**src/rtl/seq_shift_add_mult_pkg.sv**
```systemverilog
// Shared types and helpers for the sequential shift-add multiplier.
package mult_pkg;

   typedef enum logic [1:0] {
      IDLE = 2'd0,
      CALC = 2'd1,
      DONE = 2'd2
   } mult_state_t;

   // Width of the step counter that runs 0..width-1.
   function automatic int cnt_w(input int width);
      return (width < 2) ? 1 : $clog2(width);
   endfunction

endpackage

```
**src/rtl/seq_shift_add_mult_rca.sv**
```systemverilog
// WIDTH-bit ripple-carry adder built from full-adder cells, with carry-out.
module mult_rca #(
   parameter int WIDTH = 4
) (
   input  logic [WIDTH-1:0] a,
   input  logic [WIDTH-1:0] b,
   output logic [WIDTH-1:0] sum,
   output logic             cout
);

   logic [WIDTH:0] carry;

   assign carry[0] = 1'b0;

   generate
      for (genvar gi = 0; gi < WIDTH; gi++) begin : g_fa
         assign sum[gi]     = a[gi] ^ b[gi] ^ carry[gi];
         assign carry[gi+1] = (a[gi] & b[gi]) | (carry[gi] & (a[gi] ^ b[gi]));
      end
   endgenerate

   assign cout = carry[WIDTH];

endmodule

```
**src/rtl/seq_shift_add_mult.sv**
```systemverilog
// Sequential shift-add multiplier with valid/ready handshakes on both sides.
// Signed operands are reduced to magnitudes on accept; the sign is re-applied
// once the unsigned product is complete.
module seq_shift_add_mult
   import mult_pkg::*;
#(
   parameter int WIDTH = 4
) (
   input  logic               clk,
   input  logic               rst_n,
   input  logic               in_valid,
   output logic               in_ready,
   input  logic               in_signed,
   input  logic [WIDTH-1:0]   in_a,
   input  logic [WIDTH-1:0]   in_b,
   output logic               out_valid,
   input  logic               out_ready,
   output logic [2*WIDTH-1:0] out_product
);

   localparam int CW = cnt_w(WIDTH);
   localparam logic [CW-1:0] CNT_LAST = CW'(WIDTH - 1);

   mult_state_t        state_reg, state_next;
   logic [CW-1:0]      cnt_reg;
   logic [WIDTH-1:0]   mcand_reg;
   logic [2*WIDTH-1:0] acc_reg;
   logic [2*WIDTH-1:0] product_reg;
   logic               neg_reg;
   // Set after the last add/shift step; the following cycle applies the sign
   // so the negation incrementer never sits in series with the adder.
   logic               fin_reg;

   logic               a_neg, b_neg;
   logic [WIDTH-1:0]   a_mag, b_mag;
   logic [WIDTH-1:0]   addend;
   logic [WIDTH-1:0]   rca_sum;
   logic               rca_cout;
   logic [2*WIDTH-1:0] step_acc;

   // Operand magnitudes; the most negative value maps to 2^(WIDTH-1) unsigned.
   assign a_neg = in_signed & in_a[WIDTH-1];
   assign b_neg = in_signed & in_b[WIDTH-1];
   assign a_mag = a_neg ? (~in_a + WIDTH'(1)) : in_a;
   assign b_mag = b_neg ? (~in_b + WIDTH'(1)) : in_b;

   // Add the multiplicand into the upper half when the multiplier LSB is set.
   assign addend = acc_reg[0] ? mcand_reg : '0;

   mult_rca #(.WIDTH(WIDTH)) u_rca (
      .a    (acc_reg[2*WIDTH-1:WIDTH]),
      .b    (addend),
      .sum  (rca_sum),
      .cout (rca_cout)
   );

   // Keep the carry and shift right by one in the same step.
   assign step_acc = {rca_cout, rca_sum, acc_reg[WIDTH-1:1]};

   assign in_ready    = (state_reg == IDLE);
   assign out_valid   = (state_reg == DONE);
   assign out_product = product_reg;

   // State register.
   always_ff @(posedge clk or negedge rst_n) begin
      if (!rst_n) begin
         state_reg <= IDLE;
      end else begin
         state_reg <= state_next;
      end
   end

   // Next-state logic: accept, finish stepping, hand the result over.
   always_comb begin
      state_next = state_reg;
      case (state_reg)
         IDLE:    if (in_valid)  state_next = CALC;
         CALC:    if (fin_reg)   state_next = DONE;
         DONE:    if (out_ready) state_next = IDLE;
         default: state_next = IDLE;
      endcase
   end

   // Datapath: latch operands, run WIDTH add/shift steps, then sign the result.
   always_ff @(posedge clk or negedge rst_n) begin
      if (!rst_n) begin
         cnt_reg     <= '0;
         mcand_reg   <= '0;
         acc_reg     <= '0;
         product_reg <= '0;
         neg_reg     <= 1'b0;
         fin_reg     <= 1'b0;
      end else begin
         case (state_reg)
            IDLE: begin
               if (in_valid) begin
                  mcand_reg <= a_mag;
                  acc_reg   <= {{WIDTH{1'b0}}, b_mag};
                  neg_reg   <= a_neg ^ b_neg;
                  cnt_reg   <= '0;
                  fin_reg   <= 1'b0;
               end
            end
            CALC: begin
               if (fin_reg) begin
                  // Two's-complement of zero is zero, so no special case needed.
                  product_reg <= neg_reg ? (~acc_reg + (2*WIDTH)'(1)) : acc_reg;
                  fin_reg     <= 1'b0;
               end else begin
                  acc_reg <= step_acc;
                  if (cnt_reg == CNT_LAST) begin
                     fin_reg <= 1'b1;
                  end else begin
                     cnt_reg <= cnt_reg + CW'(1);
                  end
               end
            end
            default: begin
            end
         endcase
      end
   end

endmodule

```
**config.mk**
```make
export PLATFORM = sky130hd
export DESIGN_NAME = seq_shift_add_mult
export DESIGN_NICKNAME = d
export VERILOG_FILES = /design/src/rtl/seq_shift_add_mult_pkg.sv /design/src/rtl/seq_shift_add_mult_rca.sv /design/src/rtl/seq_shift_add_mult.sv
export SDC_FILE = /design/constraint.sdc
export NUM_CORES = 1
export LEC_CHECK = 0
export ABC_AREA = 1
export CORE_MARGIN = 2
export CORE_UTILIZATION = 57
export CTS_CLUSTER_SIZE = 40
export DETAILED_ROUTE_END_ITERATION = 16
export GPL_ROUTABILITY_DRIVEN = 0
export PLACE_DENSITY = 0.92
export SLEW_MARGIN = 10
export SYNTH_ARGS = -nofsm -noshare
export SYNTH_HDL_FRONTEND = slang
export SYNTH_SLANG_ARGS = --single-unit
```
**constraint.sdc**
```tcl
create_clock -name clk -period 5.88 [get_ports clk]
set_clock_uncertainty 0.2 [all_clocks]
set_input_delay 0.882 -clock clk [delete_from_list [all_inputs] [get_ports clk]]
set_output_delay 0.882 -clock clk [all_outputs]
set_load 0.01 [all_outputs]
```
## Word-level counts from Yosys, hierarchy flattened

Index checks and enable logic that the tools add are counted.

- Bits in registers: 26
- Logic and storage cells: 69

- Add/sub/neg operators: 4
- Equality and inequality tests: 8
- Muxes and demuxes: 19
- Bitwise logic cells: 23
- Reduce and logical (&&, ||, !) cells: 8

Operators with widths:

| operator | number |
|---|---|
| 8-bit two-way mux | 3 |
| 8-bit case mux with 2 select lines | 1 |
| 2-bit two-way mux | 6 |
| 4-bit two-way mux | 3 |
| 1-bit AND | 9 |
| 4-bit by 1-bit adder with 4-bit output, second input constant | 2 |
| 8-bit by 1-bit adder with 8-bit output, second input constant | 1 |
| 2-bit != test, second input constant | 4 |
| 4-bit inverter | 2 |
| 8-bit inverter | 1 |
| 1-bit XOR | 8 |
| 2-bit case mux with 3 select lines | 1 |
| 2-bit AND reduction | 3 |
| 3-bit AND reduction | 2 |
| 2-bit equality test, second input constant | 2 |
| 2-bit case mux with 2 select lines | 1 |
| 4-bit AND reduction | 1 |
| 1-bit two-way mux | 3 |
| 1-bit bitwise OR | 3 |
| 2-bit by 1-bit adder with 2-bit output, second input constant | 1 |
| 2-bit by 1-bit equality test with 1-bit output, second input constant | 1 |
| 2-bit zero test | 1 |
| 2-bit by 1-bit != test with 1-bit output, second input constant | 1 |
| 1-bit case mux with 2 select lines | 1 |
| 2-bit nonzero test | 1 |

## Logic depth before layout (Yosys ltp)

- Depth after elaboration: 10
- Depth in mapped cells: 10
- Depth with buffers taken out: 10

## By module

Synthesis repeated with hierarchy kept, for this count alone.

- Cells, all modules: 194
- Area total of the unflattened synthesis: 1481.4 um2

By module, submodules not included:

| module | instances | cells an instance | area an instance (um2) | sequential area each (um2) |
|---|---|---|---|---|
| seq_shift_add_mult | 1 | 180 | 1371.3 | 650.6 |
| mult_rca | 1 | 14 | 110.1 | 0.0 |

## Worst setup path after synthesis

No wires, ideal clock.

- Kind: flip-flop to flip-flop
- From: reg acc_reg[0]
- To: reg acc_reg[6]
- Setup time: 82 ps
- Arrival: 1851 ps
- Path slack: 3747 ps
- Stages on the path, launching flop included: 11
- Path buffers: 0
- Period minus slack after synthesis: 2133 ps
- Cell sequence: dfrtp_1 -> nand2_1 -> inv_1 -> ha_1 -> inv_1 -> fa_1 -> inv_1 -> fa_1 -> inv_1 -> fa_1 -> o22ai_1

- Longest elaborated chain between the ends: 9

Ends and longest elaborated chain:

| what | RTL line | source |
|---|---|---|
| from (decl) | seq_shift_add_mult.sv:27 | `logic [2*WIDTH-1:0] acc_reg;` |
| from (signal assigned) | seq_shift_add_mult.sv:98 | `acc_reg <= {{WIDTH{1'b0}}, b_mag};` |
| from (signal assigned) | seq_shift_add_mult.sv:110 | `acc_reg <= step_acc;` |
| 4-bit two-way mux * | seq_shift_add_mult.sv:48 | `assign addend = acc_reg[0] ? mcand_reg : '0;` |
| 1-bit AND / 1-bit XOR (equally long branches) | seq_shift_add_mult_rca.sv:18 | `assign carry[gi+1] = (a[gi] & b[gi]) \| (carry[gi] & (a[gi] ^ b[gi]));` |
| 1-bit AND | seq_shift_add_mult_rca.sv:18 |  |
| 1-bit bitwise OR | seq_shift_add_mult_rca.sv:18 |  |
| 1-bit AND | seq_shift_add_mult_rca.sv:18 |  |
| 1-bit bitwise OR | seq_shift_add_mult_rca.sv:18 |  |
| 1-bit XOR * | seq_shift_add_mult_rca.sv:17 | `assign sum[gi] = a[gi] ^ b[gi] ^ carry[gi];` |
| 8-bit two-way mux * | seq_shift_add_mult.sv:105 | `if (fin_reg) begin` |
| 8-bit case mux with 2 select lines * | seq_shift_add_mult.sv:94 | `case (state_reg)` |

Mark *: on every way between the ends. The rest lies on a longest branch, timed or not. The select of a mux whose other input is x is not followed.
A chain may end at the register's enable or synchronous reset.

## Worst setup path after layout

- From: reg state_reg[1]
- To: out out_valid

- Longest elaborated chain between the ends: 1

Ends and longest elaborated chain:

| what | RTL line | source |
|---|---|---|
| from (decl) | seq_shift_add_mult.sv:24 | `mult_state_t state_reg, state_next;` |
| from (signal assigned) | seq_shift_add_mult.sv:69 | `state_reg <= state_next;` |
| 2-bit equality test | seq_shift_add_mult.sv:61 | `assign out_valid = (state_reg == DONE);` |
| to (decl) | seq_shift_add_mult.sv:16 | `output logic out_valid,` |

Every way passes these cells.

==> out/qor.yml <==
finalMaxSlewViolations: 0
avgSynthCellArea_um2: 8.29
cts_sinks: 26
clk_pin_slew_ps: 150
ys_types: 29
die_w_um: 54.6
setup-tns-final_ps: 0
timing.fmax_mhz: 377
p_per_area_mw_per_mm2: 543
required_ps: 4800
viasPerCell: 5.40
fill_cells: 186
antenna_found_initial: 0
n_antenna_cell: 0
yosys-top-cells-area: "dfrtp_1 45%, nand2_1 12%, inv_1 6.4%, nand3_1 4.5%, ha_1 4.3%"
tritoncts: "built"
clk_latency_ps: 330
yosys.area.top_type_share: 0.446
crit_arrival_ps: 1570
postCtsHoldBufs: 0
die_area_mm2: 0.00298
drc: 0
drt_iter0_markers: 29
syn_area_mm2: 0.00146
synth.top_cells.by_count: "45 x nand2_1, 26 x dfrtp_1, 25 x inv_1, 13 x nand3_1, 12 x o21ai_0"
root_buffer: "clkbuf_4"
cts.htree.levels: 1
io_buffers: 22
start_util: 0.594
netlist_instances: 176
clkPwrFrac: 0.132
vdd_ir_drop_max_v: 0.000407
tightest_slew_ps: 569
synth_most_common_cell: "nand2_1"
ys_seq_area_frac: 0.446
path_class: "flop to output pin"
num_rows: 18
worstPathMaxFanout: 3
io_pins: 23
holdWs_ps: 296
min_path_type: "flop to flop"
switching_share: 0.439
hold_viol: 0
cts_resized: 0
fin_crit_ps: 2650
outcome: "completed"
drv_cap: 0
avgRoutedWirePerCell_um: 13.2
setup-violations-final: 0
routed_wirelength_um: 3020
ctsLongestPathBuffers: 2
synth-main-ff-cell: "dfrtp_1"
area_growth_pct: 19.3
drt_pre_antenna_iters: 4
p_seq_frac: 0.344
hpwl_um: 2340
coreArea_mm2: 0.00245
cellLeakagePower_nw: 0.861
grt_pass1_wl_um: 5270
synth_fp_nets: 197
grt_max_degree: 27
cts_buffers: 3
rsz0062_at_grt: "false"
synth_edf_count: 0
intPower_w: 0.000530
vias: 1237
grt_pass1_vias: 1291
ys_ff_latch: 26
yosysTopAreaCell: "dfrtp_1"
switching_power_w: 0.000415
pwr-share-comb: 0.524
yosysWarnings: 0
grtUsageTotal: 0.252
fin_nets: 221
finalCritPeriodShare: 0.451
cp-start-kind: "flop"
cts_setup_buffers: 0
fp.dieH_um: 54.6
async_flop_share: 1.00
layout-drive-gt1-share: 0.0854
overflow: 0
antenna_left: 0
worstSetupEndpointType: "output pin"
slew_headroom: 0.620
critical path, cell delays in order, from the launching register on:
cell and delay [ps]:
dfrtp_1 450, inv_1 100, nor2_1 130, clkdlybuf4s50_1 550
metal layers:
metal	track usage	part of all wire	vias up
li1	-	-	611
met1	0.273	0.41	579
met2	0.468	0.53	43
met3	0.0656	0.047	4
met4	0.0875	0.0073	0
met5	0	0	-
final timing paths:
path	from	end	slack, ps	cells past startpoint
min in group asynchronous	rst_n	out_product[1]	310	1
worst min register to register	mcand_reg[1]	mcand_reg[1]	300	2
max in group asynchronous	rst_n	mcand_reg[3]	4770	1
worst max-delay path	state_reg[1]	out_valid	3230	3
worst min-delay path	mcand_reg[1]	mcand_reg[1]	300	2
worst max register to register	acc_reg[0]	acc_reg[6]	3500	10
kinds of logic after synthesis:
family | Yosys count | share of synthesized area
flops | 26 | 0.446
buf+inv | 30 | 0.0858
compound gates | 31 | 0.126
simple gates | 77 | 0.234
xor+xnor | 4 | 0.0240
fa+ha+maj | 8 | 0.0840
power by group through the flow:
stage	registers (W)	logic [W]	clock network [W]
finish	0.000325	0.000495	0.000124
global route	0.000336	0.000567	0.000132
CTS	0.000324	0.000495	0.000124
detailed placement	0.000328	0.000491	0
global placement	0.000322	0.000461	0
floorplan	0.000325	0.000348	0
cell usage in the layout (no fill, tap or decap), types with 2 or more instances in the layout:
| master | synthesis | routed |
|---|---|---|
| nand2_1 | 45 | 45 |
| dfrtp_1 | 26 | 26 |
| inv_1 | 25 | 25 |
| clkdlybuf4s50_1 | 0 | 21 |
| nand3_1 | 13 | 13 |
| o21ai_0 | 12 | 12 |
| nor2_1 | 10 | 10 |
| a21oi_1 | 6 | 6 |
| ha_1 | 5 | 5 |
| nand2_2 | 3 | 3 |
| o22ai_1 | 3 | 3 |
| o21ai_1 | 3 | 3 |
| fa_1 | 3 | 3 |
| clkbuf_4 | 0 | 3 |
| inv_2 | 2 | 2 |
| nor2_4 | 2 | 2 |
| xor2_1 | 2 | 2 |
| xnor2_1 | 2 | 2 |
| o211ai_1 | 2 | 2 |
layout make-up:
type | count | area (µm²) | area share
Clock buffer | 3 | 22.5 | 0.0129
Clock inverter | 1 | 30.0 | 0.0173
Inverter | 27 | 101 | 0.0582
Multi-Input combinational cell | 120 | 683 | 0.393
Sequential cell | 26 | 651 | 0.374
Tap cell | 30 | 37.5 | 0.0216
Timing Repair Buffer | 22 | 215 | 0.124
per-stage QoR:
stage / total power, W / setup slack, ps / util / std cells / area (µm²)
3_5_place_dp: 0.000819 / 3430 / 0.690 / 225 / 1690
3_3_place_gp: 0.000783 / 3470 / 0.690 / 225 / 1690
6_report: 0.000945 / 3230 / 0.709 / 229 / 1740
5_1_grt: 0.00103 / 3160 / 0.709 / 229 / 1740
4_1_cts: 0.000943 / 3250 / 0.711 / 229 / 1750
2_1_floorplan: 0.000672 / 3750 / - / 176 / 1460
(Power assumes the default switching activity.)
==> RTL edit 1 (config.mk and constraints unchanged) <==
Encoding of `mult_state_t`: now one-hot (3 bits for 3 states).
--- a/src/rtl/seq_shift_add_mult_pkg.sv
+++ b/src/rtl/seq_shift_add_mult_pkg.sv
@@ -1,10 +1,10 @@
 // Shared types and helpers for the sequential shift-add multiplier.
 package mult_pkg;
 
-   typedef enum logic [1:0] {
-      IDLE = 2'd0,
-      CALC = 2'd1,
-      DONE = 2'd2
+   typedef enum logic [2:0] {
+      IDLE = 3'b001,
+      CALC = 3'b010,
+      DONE = 3'b100
    } mult_state_t;
 
    // Width of the step counter that runs 0..width-1.
Behaviour: no difference found for any inputs over 10 cycles, from zero or initial values and one cycle with rst_n low; not proved beyond that.
==> RTL edit 1 against the unedited design <==
  * Worst setup slack worse by 68 ps
  * Sequential cell count is 1 higher
  * Register-to-register slack improved by 80 ps
  * Via count up 8.4%
  * Power is 21% lower
  * Final area is 5.4% higher
  * Count of clock-buffer cells in the layout is the same
  * Highest routed layer unchanged
  * Core utilization fell by 3.2 points
  * Area after synthesis grew 9.0%
  * Global-route usage down 4.8 points
  * Routed wire length down 5.4%
==> RTL edit 1: results (changes against the unedited design) <==
- Reg2reg setup slack: 3580 ps (+80 ps)
- Synth unique cells: 28 (-3.4%)
- Cells after Synth: 202 (+15%)
- Crit-path leading delay family: flip-flops
- First-pass GRT wire length: 5.278 mm (+0.13%)
- Crit path to: in_ready
- DP Cell Count: 251 (+12%)
- Register area share after synthesis: 42.56% (-2.0 points)
- Outcome: finished clean
- Reg2Reg Depth: 10 (unchanged)
- Relative slew slack: 69.27% (+7.2 points)
- Synth Area in Compound Gates: 8.419% (-4.2 points)
- Commonest cells in the netlist: 63 x nand2_1, 28 x inv_1, 26 x dfrtp_1, 18 x nand3_1, 17 x o21ai_0
- Final setup margin: 3160 ps (-68.11 ps)
- Clk power: 0.0000794 W (-36%)
- Wire per inst: 11.18 µm (-15%)
- CP max stage delay: 610 ps (+60 ps)
- Crit path max fanout: 4 (+1)
- Final Non-Filler Cells: 255 (+11%)
- DP HPWL: 2.212 mm (-5.5%)
- Min-delay src: cnt_reg[1]$_DFFE_PN0P_
- Reg2reg start: acc_reg[4]$_DFFE_PN0P_
- Top cells by area, synth: dfrtp_1 41%, nand2_1 15%, inv_1 6.6%
- Net Count, Synth: 223 (+13%)
- Crit path launch: state_reg[0]$_DFFE_PN1P_
- ANT cells: 0 (unchanged)
- Total track usage: 20.42% (-4.8 points)
- Clock transition at path regs: 130 ps (-20 ps)
- Critical path's slowest cell: dfstp_2
- Vias per Instance: 5.259 (-2.6%)
- Crit path DAT: 1640 ps (+70 ps)
- Switch Pwr: 0.0003131 W (-25%)
- Max rail drop VDD: 0.2707 mV (-33%)
- Share of cells above drive strength 1: 7.589% (-0.95 points)
- Seq pwr share: 42.3% (+7.9 points)
- 1st-iter DRT viols: 57 (+97%)
- Placed inst area: 1807 µm² (+6.7%)
- Filler cells: 234 (+26%)
- WHS Endpoint: cnt_reg[1]$_DFFE_PN0P_
- Place WS: 3514 ps (+89.15 ps)
- Leak: 0.9234 nW (+7.3%)
- Largest net degree at the start of global routing: 28 (+3.7%)
- Bufs on Longest Clock Path: 2 (unchanged)
- PD cells: 405.3 nW/µm² (-25%)
- Hold slack final: 293.7 ps (-2.649 ps)
-- RTL edit 1: cell count changes in the layout (fill, tap and decap cells not counted), moves of 2 or more --
cell     unedited run  this run
a21oi_1             6         0
inv_1              25        28
nand2_1            45        63
nand2_2             3         1
nand3_1            13        18
nand3_2             0         2
nand4_1             1         3
o21ai_0            12        17
o22ai_1             3         1
-- RTL edit 1: layer usage --
metal	up-vias	GRT usage (%)	part of all wire (%)
met5	-	0	0
met3	8	2.765	4.5
met1	612	27.11	47
li1	684	-	-
met4	0	7.973	2.2
met2	37	33.89	47
-- RTL edit 1: final cells by class --
cell class	instances	area (µm²)	area share [%]
sequential	27	676.9	36.90
inverter	31	116.4	6.344
clock buffer	3	22.52	1.228
timing repair buffer	23	227.7	12.41
clock inverter	1	5.005	0.2729
multi-input combinational	139	747.0	40.72
tap	31	38.79	2.115
-- RTL edit 1: worst min-delay path, cell delays in order (launching register included) --
cell and delay (ps):
dfrtp_1 370, nand2_1 50, nand2_1 50
==> RTL edit 2 (same settings) <==
Made on the original files. Make the reset (`rst_n`) synchronous in 2 clocked blocks.
--- a/src/rtl/seq_shift_add_mult.sv
+++ b/src/rtl/seq_shift_add_mult.sv
@@ -62,7 +62,7 @@
    assign out_product = product_reg;
 
    // State register.
-   always_ff @(posedge clk or negedge rst_n) begin
+   always_ff @(posedge clk) begin
       if (!rst_n) begin
          state_reg <= IDLE;
       end else begin
@@ -82,7 +82,7 @@
    end
 
    // Datapath: latch operands, run WIDTH add/shift steps, then sign the result.
-   always_ff @(posedge clk or negedge rst_n) begin
+   always_ff @(posedge clk) begin
       if (!rst_n) begin
          cnt_reg     <= '0;
          mcand_reg   <= '0;
Function: differs if rst_n is asserted again (counterexample within 4 cycles, from zero or initial values and one cycle with rst_n low); with rst_n held inactive, the same outputs for 10 cycles.
==> RTL edit 2 against the unedited design <==
  * Non-clock buffer count stayed put
  * Final area is 3.4% lower
  * Area after synthesis is 3.2% lower
  * Worst setup slack better by 130 ps
  * Sequential cell count stayed put
  * Register-to-register slack worse by 40 ps
  * Routed wire length is 8.5% lower
  * Hold slack worse by 9.0 ps
  * Via count is 1.1% higher
  * Sequential share of layout area is 6.4 points lower
  * Die area is 2.9% lower
  * Largest cell class unchanged
Power is not compared: it rests on default switching activity, and its combinational part moved more than twofold at a synthesized area within 25%.
==> RTL edit 2: results (changes against the unedited design) <==
- Register area share after synthesis: 36.85% (-7.8 points)
- Net Count, Synth: 209 (+6.1%)
- 1st-iter DRT viols: 39 (+34%)
- # resized after CTS: 0 (unchanged)
- ANT cells: 0 (unchanged)
- Commonest cells in the netlist: 27 x nand2_1, 26 x dfxtp_1, 24 x inv_1, 24 x o21ai_0, 21 x a21oi_1
- Bufs on Longest Clock Path: 2 (unchanged)
- Top cells by area, synth: dfxtp_1 37%, o21ai_0 8.5%, a21oi_1 7.4%
- Vias per Instance: 5.208 (-3.6%)
- Min-Delay Path Class: reg -> reg
- Max rail drop VDD: 0.1999 mV
- Relative slew slack: 63.34% (+1.3 points)
- Crit path DAT: 1440 ps (-130 ps)
- Adder-Cell Fraction of Synth Area: 8.680% (+0.28 points)
- CP max stage delay: 560 ps
- Number of synthesis warnings: 0 (unchanged)
- Port Buf Inserts: 22 (unchanged)
- First-pass GRT wire length: 4.443 mm (-16%)
- Root buffer cell: clkbuf_4
- Synth Area in Compound Gates: 19.31% (+6.7 points)
- Share of cells above drive strength 1: 8.095% (-0.45 points)
- Largest net degree at the start of global routing: 19 (-30%)
- Leak: 0.7312 nW
- Crit path max fanout: 3 (unchanged)
- Total track usage: 21.38% (-3.9 points)
- Main synth FF type: dfxtp_1
- Total routed wirelength: 2.760 mm (-8.5%)
- Critical path's slowest cell: clkdlybuf4s50_1
- Clock transition at path regs: 140 ps
- Synth Area in XOR/XNOR: 3.100% (+0.70 points)
- Layout Nets: 232 (+5.0%)
- Antenna Violating Nets Remaining: 0 (unchanged)
- Outcome: finished clean
- Pins Over Slew Limit: 0 (unchanged)
- DP HPWL: 2.095 mm (-10%)
- TritonCTS buffer count: 3 (unchanged)
- Vias in the first global route: 1053 (-18%)
- Synth unique cells: 33 (+14%)
- Asr flop ratio synth: 0% (-100 points)
- DR pass1 iterations: 4 (unchanged)
-- RTL edit 2: changes by cell type after synthesis, sizes merged, moves of 2 or more --
cell	before	now
a21oi	7	21
clkbuf	0	2
dfrtp	26	0
dfxtp	0	26
nand2	49	32
nand3	13	7
nor2	12	21
o211ai	2	0
o21ai	16	25
o22ai	4	2
-- RTL edit 2: layer usage --
layer  share of wire [%]  routed length, µm  global-route usage [%]
met2                  47               1304                   36.79
met5                   0                  0                       0
met4                0.98                 27                   5.128
met1                  47               1307                   26.30
met3                 4.3                120                   5.833
-- RTL edit 2: worst reg2reg max path: stages, from the launching register on --
cell and delay (ps):
dfxtp_1 450, nand2_1 80, inv_1 60, ha_1 130, inv_1 50, fa_1 350, inv_1 70, fa_1 160
inv_1 60, fa_1 450, o22ai_1 170, inv_1 50, nor2_1 80
-- RTL edit 2: final timing paths --
kind	depth (start not counted)	slack (ps)	to	startpoint
setup reg to reg	12	3460	acc_reg[6]$_SDFFE_PN0P_	acc_reg[0]$_SDFFE_PN0P_
hold reg to reg	2	290	acc_reg[5]$_SDFFE_PN0P_	acc_reg[5]$_SDFFE_PN0P_
setup / recovery	2	3360	in_ready	state_reg[0]$_SDFFE_PN0P_
hold / removal	2	290	acc_reg[5]$_SDFFE_PN0P_	acc_reg[5]$_SDFFE_PN0P_
-- RTL edit 2: power by group --
part / internal (W) / switching (W) / leakage [nW]
Clock: 0.0000380 / 0.0000543 / 0.0210
Combinational: 0.0000279 / 0.0000390 / 0.498
Sequential: 0.000185 / 0.00000899 / 0.212
Total: 0.000250 / 0.000102 / 0.731
-- RTL edit 2: final cells by class --
class	count	area, µm²
Clock buffer	4	36.28
Inverter	29	116.4
Tap cell	30	37.54
Sequential cell	26	520.5
Multi-Input combinational cell	129	750.7
Fill cell	194	728.2
Timing Repair Buffer	22	220.2
-- RTL edit 2: logic make-up after synthesis --
| group | count (synthesis) |
|---|---|
| and+or+nand+nor | 64 |
| adders and majority gates | 8 |
| xor gates and xnor gates | 5 |
| DFF | 26 |
| buffers and inverters | 33 |
| AOI/OAI and AO/OA | 52 |
-- RTL edit 2: per-stage QoR --
stage / area, µm² / cells / power [W] / hold slack (ps) / setup slack, ps
after floorplan: 1413 / 188 / 0.0002419 / 242.5 / 3695
after global placement: 1645 / 236 / 0.0002617 / 253.2 / 3312
after detailed placement: 1645 / 236 / 0.0002639 / 261.3 / 3287
after CTS: 1682 / 240 / 0.0003528 / 279.7 / 3353
after global routing: 1682 / 240 / 0.0003702 / 296.1 / 3252
final: 1682 / 240 / 0.0003527 / 287.4 / 3361
